$ cat src/rtl/ascon_hash_ctrl.sv
// ascon_hash_ctrl: sequences ascon_core through Ascon-Hash256 absorb/squeeze,
// taking a 64-bit message stream and emitting a 4-word digest stream.
`timescale 1ns/1ps
module ascon_hash_ctrl #(
    parameter logic [63:0] HASH_IV   = 64'h0000_0801_00CC_0002,
    parameter int          OUT_WORDS = 4
) (
    input  logic        clk,
    input  logic        rst_n,
    input  logic        start,
    output logic        busy,
    input  logic [63:0] msg_data,
    input  logic [3:0]  msg_bytes,
    input  logic        msg_last,
    input  logic        msg_valid,
    output logic        msg_ready,
    output logic [63:0] dig_data,
    output logic        dig_valid,
    output logic        dig_last,
    input  logic        dig_ready,
    output logic        core_start,
    output logic        core_rnd,
    output logic [2:0]  core_sel,
    output logic [63:0] core_wdata,
    output logic        core_wr,
    output logic        core_xor,
    input  logic [63:0] core_rdata,
    input  logic        core_ready
);
    typedef enum logic [2:0] {IDLE, INIT, PERM, PWAIT, ABSORB, PAD, READ, SQUEEZE} state_t;
    state_t      state, state_d, ret, ret_d;
    logic [2:0]  cnt, cnt_d;
    logic        first;
    logic [3:0]  nb;
    logic [5:0]  sh;
    logic [63:0] padded;
    assign busy   = state != IDLE;
    assign nb     = msg_bytes > 4'd8 ? 4'd8 : msg_bytes;
    assign sh     = {nb[2:0], 3'b000};
    // keep only the valid low bytes, then append the 0x01 padding byte
    assign padded = (msg_data & ~(64'hFFFF_FFFF_FFFF_FFFF << sh)) | (64'd1 << sh);
    always_ff @(posedge clk or negedge rst_n) begin
        if (!rst_n) begin
            state    <= IDLE;
            ret      <= IDLE;
            cnt      <= '0;
            first    <= 1'b0;
            dig_data <= '0;
            core_rnd <= 1'b0;
        end else begin
            state    <= state_d;
            ret      <= ret_d;
            cnt      <= cnt_d;
            first    <= state == PERM;
            core_rnd <= 1'b1;
            if (state == READ) dig_data <= core_rdata;
        end
    end
    always_comb begin
        state_d    = state;
        ret_d      = ret;
        cnt_d      = cnt;
        msg_ready  = 1'b0;
        dig_valid  = 1'b0;
        dig_last   = 1'b0;
        core_start = 1'b0;
        core_sel   = 3'd0;
        core_wdata = 64'd0;
        core_wr    = 1'b0;
        core_xor   = 1'b0;
        case (state)
            IDLE: begin
                if (start) begin
                    state_d = INIT;
                    cnt_d   = 3'd0;
                end
            end
            INIT: begin
                core_wr    = 1'b1;
                core_sel   = cnt;
                core_wdata = cnt == 3'd0 ? HASH_IV : 64'd0;
                cnt_d      = cnt == 3'd4 ? 3'd0 : cnt + 3'd1;
                if (cnt == 3'd4) begin
                    state_d = PERM;
                    ret_d   = ABSORB;
                end
            end
            PERM: begin
                core_start = 1'b1;
                state_d    = PWAIT;
            end
            // the core may still show ready the cycle right after the start pulse
            PWAIT: state_d = (!first && core_ready) ? ret : PWAIT;
            ABSORB: begin
                msg_ready = 1'b1;
                if (msg_valid) begin
                    core_xor   = 1'b1;
                    core_wdata = (msg_last && !nb[3]) ? padded : msg_data;
                    state_d    = PERM;
                    ret_d      = !msg_last ? ABSORB : nb[3] ? PAD : READ;
                end
            end
            PAD: begin
                core_xor   = 1'b1;
                core_wdata = 64'd1;
                state_d    = PERM;
                ret_d      = READ;
            end
            READ: state_d = SQUEEZE;
            SQUEEZE: begin
                dig_valid = 1'b1;
                dig_last  = cnt == 3'(OUT_WORDS - 1);
                if (dig_ready) begin
                    state_d = dig_last ? IDLE : PERM;
                    ret_d   = READ;
                    cnt_d   = dig_last ? cnt : cnt + 3'd1;
                end
            end
            default: state_d = IDLE;
        endcase
    end
endmodule

$ cat config.mk
export PLATFORM = sky130hd
export DESIGN_NAME = ascon_hash_ctrl
export DESIGN_NICKNAME = d
export VERILOG_FILES = /design/src/rtl/ascon_hash_ctrl.sv
export SDC_FILE = /design/constraint.sdc
export NUM_CORES = 1
export LEC_CHECK = 0
export CAP_MARGIN = 20
export CORE_AREA = 3 3 108 110
export DETAILED_ROUTE_END_ITERATION = 16
export DIE_AREA = 0 0 111 113
export PLACE_DENSITY = 0.83
export SLEW_MARGIN = 10
export SYNTH_ARGS = -nofsm -noshare
export SYNTH_HDL_FRONTEND = slang
export SYNTH_SLANG_ARGS = --single-unit
export TNS_END_PERCENT = 5
$ cat constraint.sdc
create_clock -name clk -period 3.6 [get_ports clk]
set_clock_uncertainty 0.05 [all_clocks]
set_input_delay 0.54 -clock clk [delete_from_list [all_inputs] [get_ports clk]]
set_output_delay 0.54 -clock clk [all_outputs]
set_load 0.02 [all_outputs]
======== Yosys cells after proc, flatten, opt, wreduce, memory -nomap -nowiden ========
Cells that the tools add are included.
cells by class
  shifts and indexed selects .............. 2
  eq/ne operators ......................... 14
  multiplexer cells ....................... 31
  order comparisons ....................... 1
  $add $sub $neg .......................... 1
  reduce and logical (&&, ||, !) cells .... 12
  bitwise gates (word level) .............. 3
operators with widths
  operator               number
  $pmux 64 s3            1
  $mux 64                2
  $and 64x64->64         1
  $not 64->64            1
  $or 64x64->64          1
  $shl 1x6->64 const A   1
  $shl 64x6->64 const A  1
  $mux 44                1
  $mux 3                 13
  $pmux 3 s8             1
  $eq 3x3->1 const B     5
  $pmux 3 s4             1
  $reduce_and 4->1       3
  $ne 2x2->1 const B     5
  $eq 3x2->1 const B     3
  $pmux 3 s3             1
  $logic_not 3->1        2
  $mux 1                 6
  $mux 2                 3
  $reduce_bool 3->1      2
  $gt 4x4->1 const B     1
  $mux 4                 1
  $reduce_bool 4->1      1
  $add 3x1->3 const B    1
  other kinds (4)        6
word-level totals
  bits in registers ....................... 75

======== Longest topological paths before layout ========
  word-level depth ........................ 9
  depth in mapped cells ................... 5
  mapped depth without buffers ............ 5

======== Worst setup path before layout ========
No wires, ideal clock.
  path kind ............................... register to output
  start point ............................. register state[2]
  end point ............................... output port core_wdata[0]
  data arrival time ....................... 1.837 ns
  stages on the path, launching flop included .. 6
  buffers on the path ..................... 2
  path slack .............................. 1.173 ns
  path through ............................ dfrtp_1 > buf_4 > buf_4 > inv_1 > nor3_1 > a21boi_0
on the way
  cells in the longest elaborated chain, start to end .. 2
  elaborated cells on any way between the ends .. 4
  classes of those cells .................. eq/ne (3); mux (1)
ends and longest elaborated chain
  element                                          line  RTL
  from (decl)                                      31    state_t state, state_d, ret, ret_d;
  from (signal assigned)                           51    state <= state_d;
  $eq 3x3->1 / $eq 3x1->1 (equally long branches)  71    case (state)
  $pmux 64 s3 (*)                                  71
  to (decl)                                        24    output logic [63:0] core_wdata,
Mark *: on every way between the ends. The rest lies on a longest branch, timed or not.

======== Worst setup path in the final report ========
  start point ............................. input port msg_bytes[3]
  end point ............................... output port core_wdata[39]
on the way
  cells in the longest elaborated chain, start to end .. 9
  elaborated cells on any way between the ends .. 12
  classes of those cells .................. order compare (1); shift (2); mux (4); bitwise (3); reduce/logical (2)
ends and longest elaborated chain
  element          line  RTL
  from (decl)      13    input logic [3:0] msg_bytes,
  $gt 4x4->1       38    assign nb = msg_bytes > 4'd8 ? 4'd8 : msg_bytes;
  $mux 4 (*)       38
  $shl 64x6->64    41    assign padded = (msg_data & ~(64'hFFFF_FFFF_FFFF_FFFF << sh)) | (64'd1 << sh);
  $not 64->64      41
  $and 64x64->64   41
  $or 64x64->64    41
  $mux 64 (*)      98    core_wdata = (msg_last && !nb[3]) ? padded : msg_data;
  $mux 64 (*)      96    if (msg_valid) begin
  $pmux 64 s3 (*)  71
Marked as above.

==> results by stage <==
Clock tree:
- The quantity of hold-fixing buffers added after cts is 0.
- Once the clock tree was built, the resizer swapped 0 gates to a different size.
- The clock passes through at most 2 buffers.
- The number of levels in the clock H-tree is 3.
- The tree is rooted in a sky130_fd_sc_hd__clkbuf_8.
- TritonCTS built the clock tree.
- Counting the buffers created by CTS gives 9.
- The source-to-sink clock delay at the later pin of the worst-skew pair is approximately 330 ps.
- The clock transition at the registers of the reported paths is 70 ps.
- The tree built by TritonCTS fans out to 75 sinks.
- The post-CTS setup buffer count is 0.

Yosys:
- The register bit count reported by yosys is 75.
- A synthesized cell averages roughly 12 µm².
- The number of nets in the synthesized netlist is 450.
- The share of flip-flops with an asynchronous set or reset after synthesis is 1.000.
- The count of synthesis-stage warnings from yosys is 0.
- The distinct cell type count after synthesis is 45.
- The proportion of synthesized chip area in sequential cells is 0.5025.
- The count of flip-flops with a built-in enable after synthesis is 0.
- In the synthesized netlist, the number of instances is roughly 310.
- For this run, the leading register cell type out of synthesis is sky130_fd_sc_hd__dfrtp_1.
- The mapped cell area is ~3700 µm².

Worst setup path:
- The capturing element type of the critical path is an output pin.
- In this run the register-to-register setup slack is about 1500 ps.
- The worst setup path is launched from an input pin.
- The required time at the worst-slack endpoint is 3010 ps.
- The highest fanout seen on the critical path is 7.
- For the worst setup path, the data arrival time is roughly 2700 ps.
- The critical path in this run is classified as input pin to output pin.

STA:
- Headroom to the max-slew limit came out at 0.3839.
- The number of setup violations in the final report is 0.
- The routed design could run at a clock period as short as 3242 ps.
- The total count of max-transition violations in the final report came to 0.
- At the pin with the least slew margin, the transition time is 924.1 ps.
- The total count of hold-check failures in the final report is 0.
- Dividing the final minimum period by the clock period gives 0.9006.
- Setup repair after global routing left no endpoint under its margin.
- Timing would allow up to 308.4 MHz.
- The setup TNS after final layout is 0 ps.
- The tightest hold margin is approximately 310 ps.
- Across all setup checks in the final design, the least slack found is 357.7 ps.

Power:
- Power spread over the standard cell area amounts to slightly below 700 nW/µm².
- The analysis attributes to net switching a power of about 1.7 mW.
- The sequential cell fraction of total power is 0.314.
- Of the total power, the clock network draws 0.149.
- The leakage power summed over all cells is 2.809 nW.
- The part of the power in combinational logic is 0.537.
- VDD sags by at most about 0.54 mV.
- Cell internal power was estimated by the tool at between 2 and 3 mW.
- Of the total power, the share spent switching nets is 0.3707.
- After layout, the design draws a total of 4.698 mW.

Run status:
- The run finished with clean final reports.

Global routing:
- The first global-routing pass estimated between 15 and 20 mm of wire.
- The via count of the first global-routing pass is roughly 3,900.
- The aggregate global routing overflow is 0.
- The number of antenna violations at the first check in global routing is 1.
- Entering global routing, the biggest net connects 76 pins.
- The combined global-route utilization of all metal layers is 0.1993.

Drt:
- The wire length per cell after detailed routing is around 18 µm.
- The detailed-route vias per instance is roughly 4.7.
- The number of nets still failing antenna checks after routing is 0.
- In this run, the number of DRC markers left after iteration 0 of detailed routing was between 100 and 150.
- For this run, design rule violations remaining after detail routing come to 0.
- After detailed routing, the total wire length is about 13 mm.
- The routed layout has ~3,500 vias.
- The first detailed-routing pass took 4 iterations.

Die:
- The die covers 12,540 µm².
- The die boundary height is between 100 and 150 µm.
- The floorplan row count is 38.
- The initial utilization of the core area, before any placement, comes to 0.3460.
- The die width is about 110 µm.
- The number of primary I/O pins is ~280.
- The area of the core is ~11,000 µm².

Finish:
- The layout overhead on the synthesized area is 83.72%.
- The total area of multi-input combinational cells is 1752 µm².
- Registers take 1877 µm².
- In the layout the commonest cells are sky130_fd_sc_hd__clkdlybuf4s50_1 (276), sky130_fd_sc_hd__dfrtp_1 (75), sky130_fd_sc_hd__mux2_1 (60).
- The library cell used most frequently in the layout, excluding fill and tap cells, is sky130_fd_sc_hd__clkdlybuf4s50_1.
- The number of nets in the finished design is roughly 730.
- The layout has about 850 filler cells.
- The proportion of layout cells with a drive suffix above 1 is 0.07107.
- Once layout is complete, the utilization of the core stands at 0.6358.

Place:
- After legalization and detailed placement, the total HPWL measured 10.63 mm.
- The worst slack at placement is between 300 and 400 ps.
- In this run the tool buffered the top-level ports with 277 buffer cells.
- Routability-driven placement finished with a final weighted congestion of approximately 1.

Flow run:
- Max-cap violations in this run came to 0.

Worst hold path:
- In this run the worst hold path is classified as input pin to asynchronous set/reset pin.
[worst max-delay path, stage by stage]
cell and delay (ps):
sky130_fd_sc_hd__clkdlybuf4s50_1 660, sky130_fd_sc_hd__nor3b_2 140, sky130_fd_sc_hd__nor3_1 490, sky130_fd_sc_hd__and2_1 210, sky130_fd_sc_hd__clkdlybuf4s50_1 610
[registers in the layout, indices dropped and copies added (netlist names)]
register	cells
dig_data	64
ret	3
state	3
core_rnd	1
first	1
cnt	3
[per-stage QoR]
| step | cell area (µm²) | cells |
|---|---|---|
| final | 6862 | 732 |
| after global routing | 6862 | 732 |
| after CTS | 6859 | 731 |
| after detailed placement | 6650 | 716 |
| after global placement | 6650 | 716 |
| after floorplan | 3735 | 308 |
[cell usage after synthesis, types with 5 or more instances]
| cell type | number | area, µm² |
|---|---|---|
| sky130_fd_sc_hd__dfrtp_1 | 75 | 1877 |
| sky130_fd_sc_hd__inv_1 | 6 | 22.52 |
| sky130_fd_sc_hd__nand2_1 | 7 | 26.28 |
| sky130_fd_sc_hd__o21ai_0 | 5 | 25.02 |
| sky130_fd_sc_hd__a21oi_1 | 10 | 50.05 |
| sky130_fd_sc_hd__and2_1 | 55 | 344.1 |
| sky130_fd_sc_hd__mux2_1 | 60 | 675.7 |
| sky130_fd_sc_hd__a21o_1 | 7 | 52.55 |
| sky130_fd_sc_hd__mux2_2 | 5 | 56.30 |
| sky130_fd_sc_hd__nor2_1 | 6 | 22.52 |
| sky130_fd_sc_hd__nor3_1 | 5 | 25.02 |
| sky130_fd_sc_hd__buf_2 | 7 | 35.03 |
[kinds of logic (layout without fill, tap and decap cells)]
logic type	Yosys count	in the layout	share of synthesized area
AOI/OAI and AO/OA	38	38	0.07102
DFF	75	75	0.5025
buffers and inverters	21	304	0.02847
muxes	70	70	0.2107
and+or+nand+nor	100	100	0.1762
adders and majority gates	3	3	0.01005
other	1	2	0.001004
[area by class of cell]
cell class	instances	share of cell area
diodes	1	0.0003647
clock inverters	2	0.008753
inverters	7	0.003829
flip-flops and latches	75	0.2735
multi-input cells	212	0.2553
repair buffers	282	0.4110
clock buffers	13	0.02170
well taps	140	0.02553
[power by group through the flow]
stage          registers [mW]  clock network [mW]  logic [mW]
2_1_floorplan            1.92                   0       0.817
3_3_place_gp             1.46                   0        2.50
3_5_place_dp             1.49                   0        2.54
4_1_cts                  1.48               0.724        2.55
5_1_grt                  1.53               0.760        2.67
6_report                 1.48               0.701        2.52
[final timing paths]
path / from / end / cells past startpoint
setup / recovery: msg_bytes[3] / core_wdata[39] / 5
hold / removal: rst_n / dig_data[20] / 1
setup reg to reg: state[2] / dig_data[55] / 4
hold reg to reg: ret[2] / ret[2] / 1
max in group asynchronous: rst_n / cnt[0] / 1
min in group clk: ret[2] / ret[2] / 1
[layer usage]
metal,share of wire,GRT usage
met5,0,0
met4,0.027,0.07307
met3,0.083,0.06684
met2,0.53,0.3778
met1,0.36,0.2029
(Power assumes the default switching activity.)
